===== src/rtl/rs_latch_driver_if.sv =====
// Button/drive bundle between the RS latch sequencer and its environment.
// RS_LATCH_DRIVER_SHADOW_CHECK_EN adds the latch feedback and the sticky mismatch flag.
interface rs_latch_driver_if;
    logic set_in;
    logic reset_in;
    logic s;
    logic r;
    logic c;
    logic busy;
    logic conflict;
    logic exp_q;
`ifdef RS_LATCH_DRIVER_SHADOW_CHECK_EN
    logic q_fb;
    logic mismatch;

    modport master (output set_in, reset_in, q_fb,
                    input  s, r, c, busy, conflict, exp_q, mismatch);
    modport slave  (input  set_in, reset_in, q_fb,
                    output s, r, c, busy, conflict, exp_q, mismatch);
`else
    modport master (output set_in, reset_in,
                    input  s, r, c, busy, conflict, exp_q);
    modport slave  (input  set_in, reset_in,
                    output s, r, c, busy, conflict, exp_q);
`endif
endinterface


===== src/rtl/rs_latch_driver.sv =====
// Synchronises and debounces two push buttons and sequences non-overlapping S/R/C drive pulses for a gated RS latch.
// Optional feature macro: RS_LATCH_DRIVER_SHADOW_CHECK_EN (latch feedback compare, sticky mismatch flag).
module rs_latch_driver #(
    parameter int SYNC_STAGES  = 2,
    parameter int DB_CYCLES    = 4,
    parameter int PULSE_CYCLES = 2
) (
    input logic               clk,
    input logic               rst,
    rs_latch_driver_if.slave  bus
);
    localparam int DB_W = (DB_CYCLES > 1) ? $clog2(DB_CYCLES) : 1;
    localparam int PC_W = (PULSE_CYCLES > 1) ? $clog2(PULSE_CYCLES) : 1;
    localparam logic [DB_W-1:0] DB_LAST = DB_W'(DB_CYCLES - 1);
    localparam logic [PC_W-1:0] PC_LAST = PC_W'(PULSE_CYCLES - 1);

    typedef enum logic [1:0] {
        IDLE  = 2'd0,
        SETUP = 2'd1,
        PULSE = 2'd2,
        HOLD  = 2'd3
    } state_t;

    // Channel 0 is the set button, channel 1 the reset button.
    logic [1:0]             raw_s;
    logic [SYNC_STAGES-1:0] sync_r   [2];
    logic [DB_W-1:0]        db_cnt_r [2];
    logic [1:0]             level_r;
    logic [1:0]             level_d_r;
    logic [1:0]             req_s;

    state_t          state_r;
    logic            dir_r;
    logic [PC_W-1:0] pcnt_r;
    logic            s_r;
    logic            r_r;
    logic            c_r;
    logic            busy_r;
    logic            conflict_r;
    logic            exp_q_r;

    assign raw_s = {bus.reset_in, bus.set_in};
    assign req_s = level_r & ~level_d_r;

    // Synchroniser chains and per-button debounce counters.
    always_ff @(posedge clk or posedge rst) begin
        if (rst) begin
            for (int i = 0; i < 2; i++) begin
                sync_r[i]   <= '0;
                db_cnt_r[i] <= '0;
            end
            level_r   <= 2'b00;
            level_d_r <= 2'b00;
        end else begin
            for (int i = 0; i < 2; i++) begin
                sync_r[i] <= {sync_r[i][SYNC_STAGES-2:0], raw_s[i]};
                if (sync_r[i][SYNC_STAGES-1] == level_r[i]) begin
                    db_cnt_r[i] <= '0;
                end else if (db_cnt_r[i] == DB_LAST) begin
                    level_r[i]  <= sync_r[i][SYNC_STAGES-1];
                    db_cnt_r[i] <= '0;
                end else begin
                    db_cnt_r[i] <= db_cnt_r[i] + DB_W'(1);
                end
            end
            level_d_r <= level_r;
        end
    end

    // Drive sequencer; outputs are set for the state being entered so they are registered.
    always_ff @(posedge clk or posedge rst) begin
        if (rst) begin
            state_r    <= IDLE;
            dir_r      <= 1'b0;
            pcnt_r     <= '0;
            s_r        <= 1'b0;
            r_r        <= 1'b0;
            c_r        <= 1'b0;
            busy_r     <= 1'b0;
            conflict_r <= 1'b0;
            exp_q_r    <= 1'b0;
        end else begin
            conflict_r <= 1'b0;
            case (state_r)
                IDLE: begin
                    c_r    <= 1'b0;
                    pcnt_r <= '0;
                    // Reset wins a tie; the set request is discarded.
                    if (req_s[1]) begin
                        state_r    <= SETUP;
                        dir_r      <= 1'b0;
                        s_r        <= 1'b0;
                        r_r        <= 1'b1;
                        busy_r     <= 1'b1;
                        conflict_r <= req_s[0];
                    end else if (req_s[0]) begin
                        state_r <= SETUP;
                        dir_r   <= 1'b1;
                        s_r     <= 1'b1;
                        r_r     <= 1'b0;
                        busy_r  <= 1'b1;
                    end else begin
                        s_r    <= 1'b0;
                        r_r    <= 1'b0;
                        busy_r <= 1'b0;
                    end
                end
                SETUP: begin
                    state_r <= PULSE;
                    c_r     <= 1'b1;
                    pcnt_r  <= '0;
                end
                PULSE: begin
                    if (pcnt_r == PC_LAST) begin
                        state_r <= HOLD;
                        c_r     <= 1'b0;
                        exp_q_r <= dir_r;
                    end else begin
                        pcnt_r <= pcnt_r + PC_W'(1);
                    end
                end
                HOLD: begin
                    state_r <= IDLE;
                    s_r     <= 1'b0;
                    r_r     <= 1'b0;
                    busy_r  <= 1'b0;
                end
                default: begin
                    state_r <= IDLE;
                    s_r     <= 1'b0;
                    r_r     <= 1'b0;
                    c_r     <= 1'b0;
                    busy_r  <= 1'b0;
                end
            endcase
        end
    end

    assign bus.s        = s_r;
    assign bus.r        = r_r;
    assign bus.c        = c_r;
    assign bus.busy     = busy_r;
    assign bus.conflict = conflict_r;
    assign bus.exp_q    = exp_q_r;

`ifdef RS_LATCH_DRIVER_SHADOW_CHECK_EN
    logic mismatch_r;

    // Sticky compare of latch feedback against the freshly updated shadow while in HOLD.
    always_ff @(posedge clk or posedge rst) begin
        if (rst) begin
            mismatch_r <= 1'b0;
        end else if ((state_r == HOLD) && (bus.q_fb != exp_q_r)) begin
            mismatch_r <= 1'b1;
        end else begin
            mismatch_r <= mismatch_r;
        end
    end

    assign bus.mismatch = mismatch_r;
`endif
endmodule


===== src/flat_wrapper.sv =====
// flat-port wrapper written by rule: the top's interface ports become plain ports
module rs_latch_driver_flat 
#(
    parameter int SYNC_STAGES  = 2,
    parameter int DB_CYCLES    = 4,
    parameter int PULSE_CYCLES = 2
)
  (clk, rst, bus_set_in, bus_reset_in, bus_s, bus_r, bus_c, bus_busy, bus_conflict, bus_exp_q);
  rs_latch_driver_if bus_i ();
  input logic clk;
  input logic rst;
  input wire logic [$bits(bus_i.set_in)-1:0] bus_set_in;
  input wire logic [$bits(bus_i.reset_in)-1:0] bus_reset_in;
  output wire logic [$bits(bus_i.s)-1:0] bus_s;
  output wire logic [$bits(bus_i.r)-1:0] bus_r;
  output wire logic [$bits(bus_i.c)-1:0] bus_c;
  output wire logic [$bits(bus_i.busy)-1:0] bus_busy;
  output wire logic [$bits(bus_i.conflict)-1:0] bus_conflict;
  output wire logic [$bits(bus_i.exp_q)-1:0] bus_exp_q;
  assign bus_i.set_in = bus_set_in;
  assign bus_i.reset_in = bus_reset_in;
  assign bus_s = bus_i.s;
  assign bus_r = bus_i.r;
  assign bus_c = bus_i.c;
  assign bus_busy = bus_i.busy;
  assign bus_conflict = bus_i.conflict;
  assign bus_exp_q = bus_i.exp_q;
  rs_latch_driver #(.SYNC_STAGES(SYNC_STAGES), .DB_CYCLES(DB_CYCLES), .PULSE_CYCLES(PULSE_CYCLES)) u_core (.clk(clk), .rst(rst), .bus(bus_i));
endmodule

===== config.mk =====
export PLATFORM = sky130hd
export DESIGN_NAME = rs_latch_driver_flat
export DESIGN_NICKNAME = d
export VERILOG_FILES = /design/src/rtl/rs_latch_driver_if.sv /design/src/rtl/rs_latch_driver.sv /design/src/flat_wrapper.sv
export SDC_FILE = /design/constraint.sdc
export NUM_CORES = 1
export LEC_CHECK = 0
export BUFFER_PORTS_ARGS = -buffer_cell sky130_fd_sc_hd__buf_2
export CORE_UTILIZATION = 28
export CTS_CLUSTER_DIAMETER = 200
export DETAILED_ROUTE_END_ITERATION = 8
export SYNTH_ARGS = -nofsm -noshare
export SYNTH_HDL_FRONTEND = slang
export SYNTH_SLANG_ARGS = --single-unit

===== constraint.sdc =====
create_clock -name clk -period 3.7 [get_ports clk]
set_clock_uncertainty 0.1 [all_clocks]
set_input_delay 0 -clock clk [delete_from_list [all_inputs] [get_ports clk]]
set_output_delay 0 -clock clk [all_outputs]
set_load 0.1 [all_outputs]

==> impl_metrics.toml <==
[finish]
antennaDiodeCount = 0
fin_nets = 91
layout_common_cells = "dfrtp_1 (22), buf_2 (9), ha_1 (7)"
fill_cells = 308
layout_commonest_cell = "dfrtp_1"
finalNonFillerCells = 123
area_growth_pct = 18.76
drive_above_1_share_pct = 27.85

[sta]
fin_crit_ns = 1.664
worst_pin_slew_ns = 0.8171
setup_violations = 0
finalCritPeriodShare_pct = 44.96
rsz0062_at_grt = "no"
relSlewSlack_pct = 45.47
hold_violations = 0
drv_slew = 0
fin_setup_tns_ns = 0
fmax_ghz = 0.6011

[clock_tree]
cts_root_buffer = "clkbuf_4"
clk_latency_ns = 0.30
path_clk_slew_ns = 0.11
cts_sinks = 22
cts_tree = "built"
numCtsBuffers = 3
clock_path_buffers = 2
cts_hold_buffers = 3
cts_resized = 0
cts_setup_buffers = 0
htreeDepth = 1

[synthesis]
synth.distinct_cells = 22
synth-seq-cells = 22
yosysWarnings = 0
yosysTopAreaCellShare_pct = 62.06
synth-adder-area-share_pct = 9.873
synth-xor-area-share_pct = 1.975
synthMuxAreaShare_pct = 7.616
synth-seq-area-share_pct = 62.06
synth_top_family_by_area = "simple AND/OR/NAND/NOR gates"
ys.flop_type = "dfrtp_1"
synth_area_per_cell_sq_um = 14.08
synth_simple_gate_area_share_pct = 10.86
synth_top_cell_by_area = "dfrtp_1"
synth.net_count = 74
syn_inst = 63
netlist_area_sq_um = 887.1
synth-async-reset-ratio_pct = 100.0
synth-edff-count = 0
synth_area_leaders = "dfrtp_1 (62%), ha_1 (9.9%), mux2_2 (6.3%)"
synth_compound_area_share_pct = 6.347

[global_routing]
grt-ovfl-total = 0
antenna_found_initial = 0
grt_pass1_wl_um = 2125
grt_max_degree = 23
grt_pass1_vias = 492
track_usage_pct = 8.408

[hold_path]
holdCritPathClass = "in -> reg"

[floorplanning]
die_y_um = 58.29
initial_core_util_pct = 29.30
die_area_sq_um = 3397
chipWidth_um = 58.29
rows = 20
num_io_pins = 10
core_sq_um = 3028

[detailed_routing]
wl_per_cell_um = 9.780
dr.pass1.iters = 2
final_antenna_net_count = 0
wirelength_um = 1203
drtIter0Drc = 4
viasPerCell = 4.130
vias = 508
drc = 0

[place]
place_congestion = 0.7566
dpl.cell_count = 116
hpwl_um = 883.3
portBuffers = 9

[run]
cap_violations = 0

[setup_path]
crit_type = "reg -> reg"
cp.arrival_ns = 1.76
worstSetupEndpointType = "flop"
worstSetupStartpointType = "flop"
crit_required_ns = 3.79
cp_max_fo = 4

[status]
status = "finished, final reports clean"
==> layer usage <==
| metal | wire, um | GRT usage [%] |
|---|---|---|
| met4 | 0 | 2.381 |
| met1 | 617 | 10.95 |
| met3 | 46 | 4.018 |
| met5 | 0 | 0 |
| met2 | 538 | 12.48 |
==> critical path, cell delays in order (launching register included) <==
cell and delay [ns]:
dfrtp_1 0.41, inv_1 0.09, ha_1 0.24, and2b_1 0.19, a31oi_2 0.18, mux2_1 0.34
==> kinds of logic (layout without fill, tap and decap cells) <==
logic type,Yosys count,after routing
XOR/XNOR,2,2
multiplexers,6,6
AO/OA/AOI/OAI,7,7
flip-flops,22,22
buffers and inverters,3,19
AND/OR/NAND/NOR,16,16
adder cells (fa/ha/maj),7,7
==> state kept, by name (all words and copies together) (netlist names) <==
signal	cells
u_core.db_cnt_r	4
u_core.sync_r	4
u_core.level_d_r	2
u_core.level_r	2
u_core.state_r	2
u_core.bus.busy	1
u_core.bus.c	1
u_core.bus.conflict	1
u_core.bus.exp_q	1
u_core.bus.r	1
u_core.bus.s	1
u_core.dir_r	1
u_core.pcnt_r	1
==> stage by stage <==
stage	hold slack [ns]	util, %	cell area [sq um]	setup slack (ns)
2_1_floorplan	-0.1108	-	887.1	2.156
3_3_place_gp	0.008512	32.60	987.2	2.104
3_5_place_dp	0.009311	32.60	987.2	2.052
4_1_cts	0.2134	34.79	1054	2.032
5_1_grt	0.2058	34.79	1054	1.927
6_report	0.2330	34.79	1054	2.036
==> final timing paths <==
path	endpoint	startpoint	depth (start not counted)	slack (ns)
setup / recovery	u_core.state_r[1]	u_core.state_r[0]	5	2.04
min in group asynchronous	u_core.sync_r[1]	rst	3	0.29
hold reg to reg	u_core.sync_r[3]	u_core.sync_r[2]	0	0.26
max in group asynchronous	u_core.bus.busy	rst	3	2.71
setup reg to reg	u_core.state_r[1]	u_core.state_r[0]	5	2.04
hold / removal	u_core.sync_r[2]	bus_set_in	2	0.23
==> layout make-up <==
class,count,area (sq um),area share (%)
Tap cell,44,55.05,5.226
Timing Repair Buffer,12,75.07,7.126
Clock buffer,4,36.28,3.444
Multi-Input combinational cell,38,325.3,30.88
Sequential cell,22,550.5,52.26
Inverter,3,11.26,1.069
==> cell usage after synthesis, drive strengths merged (2+ instances only) <==
library cell   n
a21oi          2
and2b          2
and3           2
dfrtp         22
ha             7
inv            3
mux2           6
nand2          3
nand2b         2
nor2           2
nor2b          3
nor3           2
xnor2          2
Power is left out: the tool's default activity adds up to more than one toggle a clock period on the data nets, which glitch-free logic cannot reach.
